==> config.mk <==
export PLATFORM = sky130hd
export DESIGN_NAME = mux_nway_reg
export DESIGN_NICKNAME = d
export VERILOG_FILES = /design/src/rtl/mux_nway_reg.sv
export SDC_FILE = /design/constraint.sdc
export NUM_CORES = 1
export LEC_CHECK = 0
export BUFFER_PORTS_ARGS = -buffer_cell sky130_fd_sc_hd__buf_2
export CAP_MARGIN = 20
export CORE_MARGIN = 8
export CORE_UTILIZATION = 30
export DETAILED_ROUTE_END_ITERATION = 6
export GPL_TIMING_DRIVEN = 1
export PLACE_DENSITY = 0.74
export RECOVER_POWER = 50
export SYNTH_ARGS = -nofsm -noshare
export SYNTH_HDL_FRONTEND = slang
export SYNTH_SLANG_ARGS = --single-unit
==> constraint.sdc <==
create_clock -name clk -period 1.3 [get_ports clk]
set_input_delay 0.13 -clock clk [delete_from_list [all_inputs] [get_ports clk]]
set_output_delay 0.13 -clock clk [all_outputs]
set_load 0.02 [all_outputs]
==> src/rtl/mux_nway_reg.sv <==
// N-input registered multiplexer with a one-entry output register.
// Supports external select (MODE 0) or round-robin arbitration among valid inputs (MODE 1).
module mux_nway_reg #(
  parameter int WIDTH  = 32,
  parameter int NUM_IN = 4,
  parameter int SEL_W  = 2,
  parameter int MODE   = 0
) (
  input  logic                    clk,
  input  logic                    reset,
  input  logic [NUM_IN*WIDTH-1:0] in_data,
  input  logic [NUM_IN-1:0]       in_valid,
  output logic [NUM_IN-1:0]       in_ready,
  input  logic [SEL_W-1:0]        sel,
  output logic [WIDTH-1:0]        data_out,
  output logic                    out_valid,
  input  logic                    out_ready,
  output logic [SEL_W-1:0]        out_src
);

  // Handshake: a word moves on any rising edge where valid and ready are both 1
  // on the same interface; the producer holds data stable while valid && !ready.

  logic [WIDTH-1:0] in_word [NUM_IN];
  logic             accept;
  logic             grant_valid;
  logic [SEL_W-1:0] grant_idx;
  logic [SEL_W-1:0] rr_ptr;
  logic [SEL_W-1:0] rr_next;
  logic [SEL_W:0]   scan_sum;
  logic [SEL_W-1:0] scan_idx;
  logic             transfer;

  for (genvar i = 0; i < NUM_IN; i++) begin : g_unpack
    assign in_word[i] = in_data[i*WIDTH +: WIDTH];
  end

  assign accept = !out_valid || out_ready;

  always_comb begin
    grant_valid = 1'b0;
    grant_idx   = '0;
    scan_sum    = '0;
    scan_idx    = '0;
    if (MODE == 1) begin
      // Walk from rr_ptr upward with wraparound; the first valid input wins.
      for (int k = 0; k < NUM_IN; k++) begin
        scan_sum = {1'b0, rr_ptr} + (SEL_W+1)'(k);
        if (scan_sum >= (SEL_W+1)'(NUM_IN))
          scan_sum = scan_sum - (SEL_W+1)'(NUM_IN);
        scan_idx = scan_sum[SEL_W-1:0];
        if (!grant_valid && in_valid[scan_idx]) begin
          grant_valid = 1'b1;
          grant_idx   = scan_idx;
        end
      end
    end else begin
      grant_valid = ({1'b0, sel} < (SEL_W+1)'(NUM_IN));
      grant_idx   = sel;
    end
  end

  always_comb begin
    in_ready = '0;
    if (!reset && grant_valid)
      in_ready[grant_idx] = accept;
  end

  assign transfer = grant_valid && in_valid[grant_idx] && in_ready[grant_idx];
  assign rr_next  = (grant_idx == SEL_W'(NUM_IN - 1)) ? '0 : grant_idx + SEL_W'(1);

  always_ff @(posedge clk) begin
    if (reset) begin
      data_out  <= '0;
      out_valid <= 1'b0;
      out_src   <= '0;
      rr_ptr    <= '0;
    end else if (transfer) begin
      data_out  <= in_word[grant_idx];
      out_src   <= grant_idx;
      out_valid <= 1'b1;
      if (MODE == 1)
        rr_ptr <= rr_next;
    end else if (out_valid && out_ready) begin
      out_valid <= 1'b0;
    end
  end

endmodule

# ---- Word-level counts from Yosys, hierarchy flattened
# Index checks and enable logic that the tools add are counted.
dict set report op_classes {
  order_cmp 3
  muxes 12
  bitwise 2
  reduce_logical 6
}
# op count
set ops {}
lappend ops {{32-bit binary-select mux with 2-bit select} 1}
lappend ops {{32-bit 2-to-1 mux} 2}
lappend ops {{1-bit 2-to-1 mux} 5}
lappend ops {{4-bit AND} 1}
lappend ops {{1-bit binary-select mux with 2-bit select} 2}
lappend ops {{4-bit 2-to-1 mux} 1}
lappend ops {{3-bit >= comparator (second input constant)} 1}
lappend ops {{1-bit logical AND} 3}
lappend ops {{2-bit by 3-bit < comparator with 1-bit output (second input constant)} 1}
lappend ops {{2-bit inverter with 3-bit output} 1}
lappend ops {{1-bit demux with 2-bit select} 1}
lappend ops {{2-bit by 1-bit >= comparator with 1-bit output (second input constant)} 1}
lappend ops {{2-bit nonzero test} 1}
lappend ops {{1-bit logical NOT} 1}
lappend ops {{1-bit logical OR} 1}
dict set report word_totals {
  register_bits 35
  in_bits 137
  output_inout_bits 39
  word_cells 26
}

# ---- Logic depth before layout (Yosys ltp)
# Gate-level depths: netlist (run 1).
dict set report logic_depth {
  depth_word 10
  depth_mapped 6
  depth_no_buf 3
}

# ---- Least setup slack after synthesis (run 1)
# Ideal clock, no wire load.
dict set report synth_timing {
  path_type {flip-flop to output port}
  from {register out_valid}
  to {output in_ready[2]}
  arrival_time_ps 1332
  t_required_ps 1170
  path_slack_ps -162
  path_stages_with_launch 5
  n_path_buf 2
  path_cell_list {dfxtp_1 > nand2b_1 > clkbuf_1 > clkbuf_1 > and4b_1}
}
dict set report synth_between {
  elab_chain_cells 4
}
# item line
set synth_lines {}
lappend synth_lines {{start, declared} 16} ;# output logic out_valid,
lappend synth_lines {{start signal, assigned} 75} ;# out_valid <= 1'b0;
lappend synth_lines {{start signal, assigned} 81} ;# out_valid <= 1'b1;
lappend synth_lines {{start signal, assigned} 85} ;# out_valid <= 1'b0;
lappend synth_lines {{1-bit logical NOT} 38} ;# assign accept = !out_valid || out_ready;
lappend synth_lines {{1-bit logical OR} 38}
lappend synth_lines {{4-bit AND (no source line)} -}
lappend synth_lines {{4-bit 2-to-1 mux} 65} ;# if (!reset && grant_valid)
lappend synth_lines {{end, declared} 13} ;# output logic [NUM_IN-1:0] in_ready,
# No other way between the ends.

# ---- Worst setup path after layout (run 1)
dict set report layout_timing {
  from {register out_valid}
  to {output in_ready[3]}
}
# Same word-level chain as after synthesis.

==> results.sh, run 1 <==
export IMPL_status="complete, no violations"
export IMPL_grt_antenna_before_repair=0
export IMPL_ys_ff_latch=35
export IMPL_slowest_stage="dfxtp_2"
export IMPL_cp_max_fo=7
export IMPL_drv_cap=0
export IMPL_finish_utilization_pct=43.7
export IMPL_r2r_cells=5
export IMPL_rsz0062_at_grt="false"
export IMPL_reg2reg_from="out_valid"
export IMPL_cts_tree="yes"
export IMPL_power_frac_clock_pct=26.7
export IMPL_synth_edf_count=0
export IMPL_clk_pin_slew_ns=0.07
export IMPL_path_class="flip-flop to primary output"
export IMPL_cpPeakStageDelay_ns=0.34
export IMPL_min_from="in_valid[2]"
export IMPL_portBuffers=175
export IMPL_synth_top_area_share_pct=29.2
export IMPL_grt_max_degree=69
export IMPL_die_w_um=108
export IMPL_finalMaxSlewViolations=0
export IMPL_initial_utilization_pct=30.9
export IMPL_cts_root_buffer="clkbuf_8"
export IMPL_htree_levels=2
export IMPL_ctsHoldBuffers=0
export IMPL_place_gp_congestion=0.732
export IMPL_floorplan_core_area_um2=8220
export IMPL_synth_ff_type="dfxtp_1"
export IMPL_netlist_area_um2=2540
export IMPL_synth_seq_area_share_pct=27.6
export IMPL_avgRoutedWirePerCell_um=16.8
export IMPL_synth_area_leaders="mux4_2, dfxtp_1, a31o_1"
export IMPL_yosys_top_cells_count="dfxtp_1, inv_1, mux4_2"
export IMPL_worstSetupStartpoint="out_valid"
export IMPL_post_route_min_period_ns=1.23
export IMPL_p_int_uw=2060
export IMPL_final_net_count=545
export IMPL_cp_arrival_ns=1.10
export IMPL_crit_path_end="in_ready[3]"
export IMPL_clock_skew_ns=0.00405
export IMPL_r2r_slack_ns=0.12
export IMPL_worst_setup_path_end_kind="primary output"
export IMPL_rr_endpoint="data_out[23]"
export IMPL_p_comb_share_pct=33.7
export IMPL_nFillCells=842
export IMPL_drc=0
export IMPL_synth_most_common_cell="dfxtp_1"
export IMPL_wl_um=8630
export IMPL_cp_num_cells=3
export IMPL_synth_fp_nets=384
export IMPL_antenna_diode_count=0
export IMPL_setup_viol=0
export IMPL_dr_pass1_iters=4
export IMPL_grt_use_total_pct=14.2
export IMPL_p_leak_uw=0.00147
export IMPL_crit_path_cell_trace="nand2b_4 > and4_1 > buf_2"
export IMPL_gr_total_overflow=0
export IMPL_fmax_mhz=810
export IMPL_netlist_instances=247
export IMPL_finalPower_uw=2990
export IMPL_layout_drive_gt1_share_pct=51.2
export IMPL_areaGrowthSynthToFinish_pct=41.2
export IMPL_required_ns=1.17
export IMPL_final_setup_tns_ns=0
export IMPL_io_pins=176
export IMPL_grt_pass1_wl_um=13700
export IMPL_drt_initial_drc_count=92
export IMPL_hold_path_cell_count=3
export IMPL_cp_top_family="flip-flops"
export IMPL_numCtsBuffers=5
export IMPL_power_frac_seq_pct=39.6
export IMPL_hold_ws_ns=0.255
export IMPL_min_path_type="primary input to flip-flop"
export IMPL_yosys_warnings=0
export IMPL_antenna_left=0
export IMPL_async_flop_share_pct=0
export IMPL_fp_dieH_um=108
export IMPL_power_switching_uw=925
export IMPL_viasPerCell=5.16
export IMPL_yosysTopAreaCell="mux4_2"
export IMPL_slew_headroom_pct=79.8
export IMPL_grt_pass1_vias=2834
export IMPL_switching_share_pct=31.0
export IMPL_path_buf_inv=1
export IMPL_die_area_um2=11700
export IMPL_clk_path_buf_depth=2
export IMPL_cp_start_kind="flip-flop"
export IMPL_ir_worst_vdd_uv=374
export IMPL_worst_pin_slew_ns=0.304
export IMPL_cellPowerDensity_nw_per_um2=833
export IMPL_vias=2647
export IMPL_num_rows=33
export IMPL_syn_area_per_cell_um2=10.3
export IMPL_hold_violations=0
export IMPL_dp_hpwl_um=6950
export IMPL_clock_sinks=35
export IMPL_post_route_period_util_pct=95.0
export IMPL_ys_types=21
export IMPL_clk_latency_ns=0.28
==> worst min-delay path, cell delays in order <==
cell    delay (ns)
buf_2         0.08
mux2_2        0.13
a41o_1        0.15
==> layout by cell type (no fill, tap or decap), drive strengths merged, types with 2 or more instances in the layout <==
cell    instances
mux4           33
a21oi          33
a211oi          2
dfxtp          35
inv            36
nor2            2
buf           153
a31o           32
clkbuf         41
a41o            2
nand4          32
==> timing repair <==
item / in CTS / in global routing
gates resized for setup: 2 / 0
endpoints found under the setup margin: 3 / 2
buffers inserted: 0 / 3
==> through the flow <==
stage	cell area [µm²]	instances	worst slack [ns]
floorplan	2550	247	0.000738
global placement	3520	503	-0.156
detailed placement	3520	503	-0.204
CTS	3610	510	0.00616
global route	3590	513	0.00377
finish	3590	513	0.0651
==> power by group through the flow <==
stage	clock [µW]	combinational [µW]	sequential (µW)
2_1_floorplan	0	562	1300
3_3_place_gp	0	998	1200
3_5_place_dp	0	1030	1210
4_1_cts	836	1030	1180
5_1_grt	888	1090	1190
6_report	798	1010	1180
==> final cells by class <==
cell class              instances  area [µm²]  area share, %
flip-flops and latches         35         702           19.6
inverters                      36         135           3.77
repair buffers                188        1000           28.0
well taps                     105         131           3.66
clock buffers                   6        82.6           2.30
multi-input cells             142        1530           42.6
clock inverters                 1        5.00          0.140
==> logic make-up (layout without fill, tap and decap cells) <==
kind of cell | Yosys count | after routing | share of synthesized area [%]
AND/OR/NAND/NOR | 39 | 39 | 9.55
buffers and inverters | 70 | 231 | 12.6
AO/OA/AOI/OAI | 69 | 69 | 20.6
multiplexers | 34 | 34 | 29.7
flip-flops | 35 | 35 | 27.6
==> flip-flops by register name, summed over array words and instances, names as in the netlist <==
signal,count
out_valid,1
out_src,2
data_out,32
==> worst min-delay path by stage <==
stage / end / slack (ns)
floorplan: data_out[11] / 0.41
global placement: data_out[13] / 0.52
detailed placement: data_out[25] / 0.52
CTS: out_valid / 0.22
global route: out_src[1] / 0.24
finish: out_src[1] / 0.26
==> routing by layer <==
layer / routed length [µm] / part of all wire [%] / track usage [%] / vias to the layer above
met1: 3350 / 39 / 15.7 / 1273
met2: 4630 / 54 / 26.0 / 89
met5: 0 / 0 / 0 / -
met3: 558 / 6.5 / 3.99 / 7
met4: 95 / 1.1 / 3.96 / 0
li1: - / - / - / 1278
No activity file was read; power rests on OpenSTA's default activity.
==> inputs of run 2 (changes only) <==
ABC_AREA = 1   (was not set)
PLACE_DENSITY = 0.73   (was 0.74)
==> run 2 against run 1 <==
Compared with the run above: the run now ends with negative setup slack left; largest cell class unchanged; global-route usage up 4.0 points; sequential share of layout area down 2.2 points; sequential power up 3%; critical endpoint is now in_ready[0].
==> results.sh, run 2 <==
export IMPL_grt_pass1_vias=3732
export IMPL_vias=3737
export IMPL_post_route_period_util_pct=115
export IMPL_required_ns=1.17
export IMPL_antenna_left=0
export IMPL_status="complete, but fails checks"
export IMPL_final_area_um2=4060
export IMPL_postPlaceCellArea_um2=3610
export IMPL_viasPerCell=5.11
export IMPL_clk_path_buf_depth=2
export IMPL_reg2reg_from="out_valid"
export IMPL_slowest_stage="dfxtp_4"
export IMPL_finalMaxSlewViolations=0
export IMPL_yosys_warnings=0
export IMPL_nFillCells=880
export IMPL_portBuffers=175
export IMPL_ys_types=17
export IMPL_worst_pin_slew_ns=0.391
export IMPL_path_class="flip-flop to primary output"
export IMPL_p_leak_uw=0.00215
export IMPL_yosysTopAreaCell="dfxtp_1"
export IMPL_clk_latency_ns=0.28
export IMPL_fmax_mhz=669
export IMPL_r2r_slack_ns=-0.04
export IMPL_die_w_um=109
export IMPL_synth_compound_area_share_pct=6.42
export IMPL_dr_pass1_iters=4
export IMPL_syn_area_per_cell_um2=5.60
export IMPL_wl_um=12000
export IMPL_mostFrequentLayoutCell="buf_2"
export IMPL_io_pins=176
export IMPL_largest_register_ff_count=32
export IMPL_yosys_area_share_simple_pct=56.6
export IMPL_cp_common_cell="nor2_4"
export IMPL_ys_ff_latch=35
export IMPL_netlist_instances=460
export IMPL_cp_arrival_ns=1.36
export IMPL_avgRoutedWirePerCell_um=16.4
export IMPL_slew_headroom_pct=73.9
export IMPL_final_cell_mix="buf_2, nand2_1, nand3_1"
export IMPL_grt_use_total_pct=18.3
export IMPL_synth_ff_type="dfxtp_1"
export IMPL_gr_total_overflow=0
export IMPL_grt_pass1_wl_um=17300
export IMPL_async_flop_share_pct=0
export IMPL_drt_initial_drc_count=194
export IMPL_rsz0062_at_grt="true"
export IMPL_synth_fp_nets=597
export IMPL_cpPeakStageDelay_ns=0.34
export IMPL_drv_cap=0
export IMPL_grt_max_degree=66
export IMPL_clock_sinks=35
export IMPL_yosys_top_cells_count="nand2_1, nand3_1, nor2_1"
export IMPL_netlist_area_um2=2570
export IMPL_crit_path_cell_trace="inv_2 > nor2_4 > nor2_4 > clkinvlp_4 > nor3_4 > buf_6"
export IMPL_grt_antenna_before_repair=1
export IMPL_worst_setup_path_end_kind="primary output"
export IMPL_synth_top_area_share_pct=27.2
export IMPL_finish_utilization_pct=49.2
export IMPL_cellPowerDensity_nw_per_um2=825
export IMPL_worstSetupStartpoint="out_valid"
export IMPL_synthXorXnorAreaFrac_pct=0
export IMPL_ctsHoldBuffers=0
export IMPL_reg_top3="data_out x32, out_src x2, out_valid x1"
export IMPL_yosys_mux_area_fraction_pct=0
export IMPL_cts_root_buffer="clkbuf_8"
export IMPL_htree_levels=2
export IMPL_die_area_um2=11800
export IMPL_areaGrowthSynthToFinish_pct=57.9
export IMPL_floorplan_core_area_um2=8260
export IMPL_fp_dieH_um=109
export IMPL_cp_max_fo=4
export IMPL_synth_seq_area_share_pct=27.2
export IMPL_hold_violations=0
export IMPL_min_path_type="primary input to flip-flop"
export IMPL_yosys_area_share_adder_pct=0
export IMPL_ir_worst_vdd_uv=360
export IMPL_numCtsBuffers=5
export IMPL_layout_drive_gt1_share_pct=37.4
export IMPL_synth_area_leaders="dfxtp_1, nand3_1, nand2_1"
export IMPL_min_from="in_data[19]"
export IMPL_post_route_min_period_ns=1.49
export IMPL_regMostFlops="data_out"
export IMPL_clock_skew_ns=0.00415
export IMPL_initial_utilization_pct=31.2
export IMPL_dp_hpwl_um=8690
export IMPL_cp_start_kind="flip-flop"
export IMPL_synth_top_family_by_area="simple AND/OR/NAND/NOR gates"
export IMPL_setup_ws_ns=-0.194
export IMPL_cts_tree="yes"
export IMPL_setup_viol=24
export IMPL_drc=0
export IMPL_clk_pin_slew_ns=0.07
export IMPL_place_gp_congestion=0.898
export IMPL_synth_edf_count=0
export IMPL_final_net_count=763
export IMPL_synth_most_common_cell="nand2_1"
export IMPL_num_rows=33
export IMPL_violations="negative setup slack"
run 2: what timing repair did:
action                                  in CTS  in global routing
gates cloned                                 0                  8
pin swaps                                    2                 11
endpoints found under the setup margin       4                 38
buffers inserted                             1                  2
resized for setup                            8                 42
run 2: stage by stage:
step           TNS, ns  total power [µW]  std cells  hold WS [ns]  setup slack (ns)
2_1_floorplan   -0.378              1930        460         0.346            -0.129
3_3_place_gp         0              2380        713         0.464            0.0154
3_5_place_dp   -0.0140              2390        713         0.468           -0.0140
4_1_cts         -0.737              3200        721         0.183            -0.190
5_1_grt          -3.14              3560        732         0.292            -0.270
6_report        -0.978              3350        732         0.245            -0.194
run 2: kinds of logic after synthesis:
family	Yosys count
simple gates	343
buf+inv	49
flops	35
compound gates	33
run 2: path summary, 6_finish.rpt:
| kind | to | cells past startpoint |
|---|---|---|
| worst min register to register | data_out[11] | 2 |
| worst max register to register | data_out[3] | 9 |
| worst min-delay path | data_out[19] | 7 |
| worst max-delay path | in_ready[0] | 6 |
run 2: layout make-up:
cell class / instances / area [µm²] / area share, %
multi-input combinational: 376 / 1830 / 44.9
timing repair buffer: 201 / 1280 / 31.5
sequential: 35 / 704 / 17.3
clock inverter: 1 / 5.00 / 0.123
inverter: 7 / 32.5 / 0.800
tap: 105 / 131 / 3.23
clock buffer: 6 / 82.6 / 2.03
antenna: 1 / 2.50 / 0.0616
run 2: critical path: cells and delay by family, from the launching register on:
kind,cells,cell delay [ns]
buffers and inverters,3,0.41
AND/OR/NAND/NOR,3,0.33
flip-flops,1,0.34
run 2: power breakdown:
part	internal [µW]	total [µW]	switching, µW
logic	564	1340	779
registers	1160	1220	57.8
clock network	415	791	376
total	2140	3350	1210
run 2: layer usage:
layer	vias up	global-route usage [%]	routed length, µm
li1	1838	-	-
met1	1676	19.1	4650
met2	201	34.0	5950
met3	22	4.78	1120
met4	0	7.33	284
met5	-	0	0
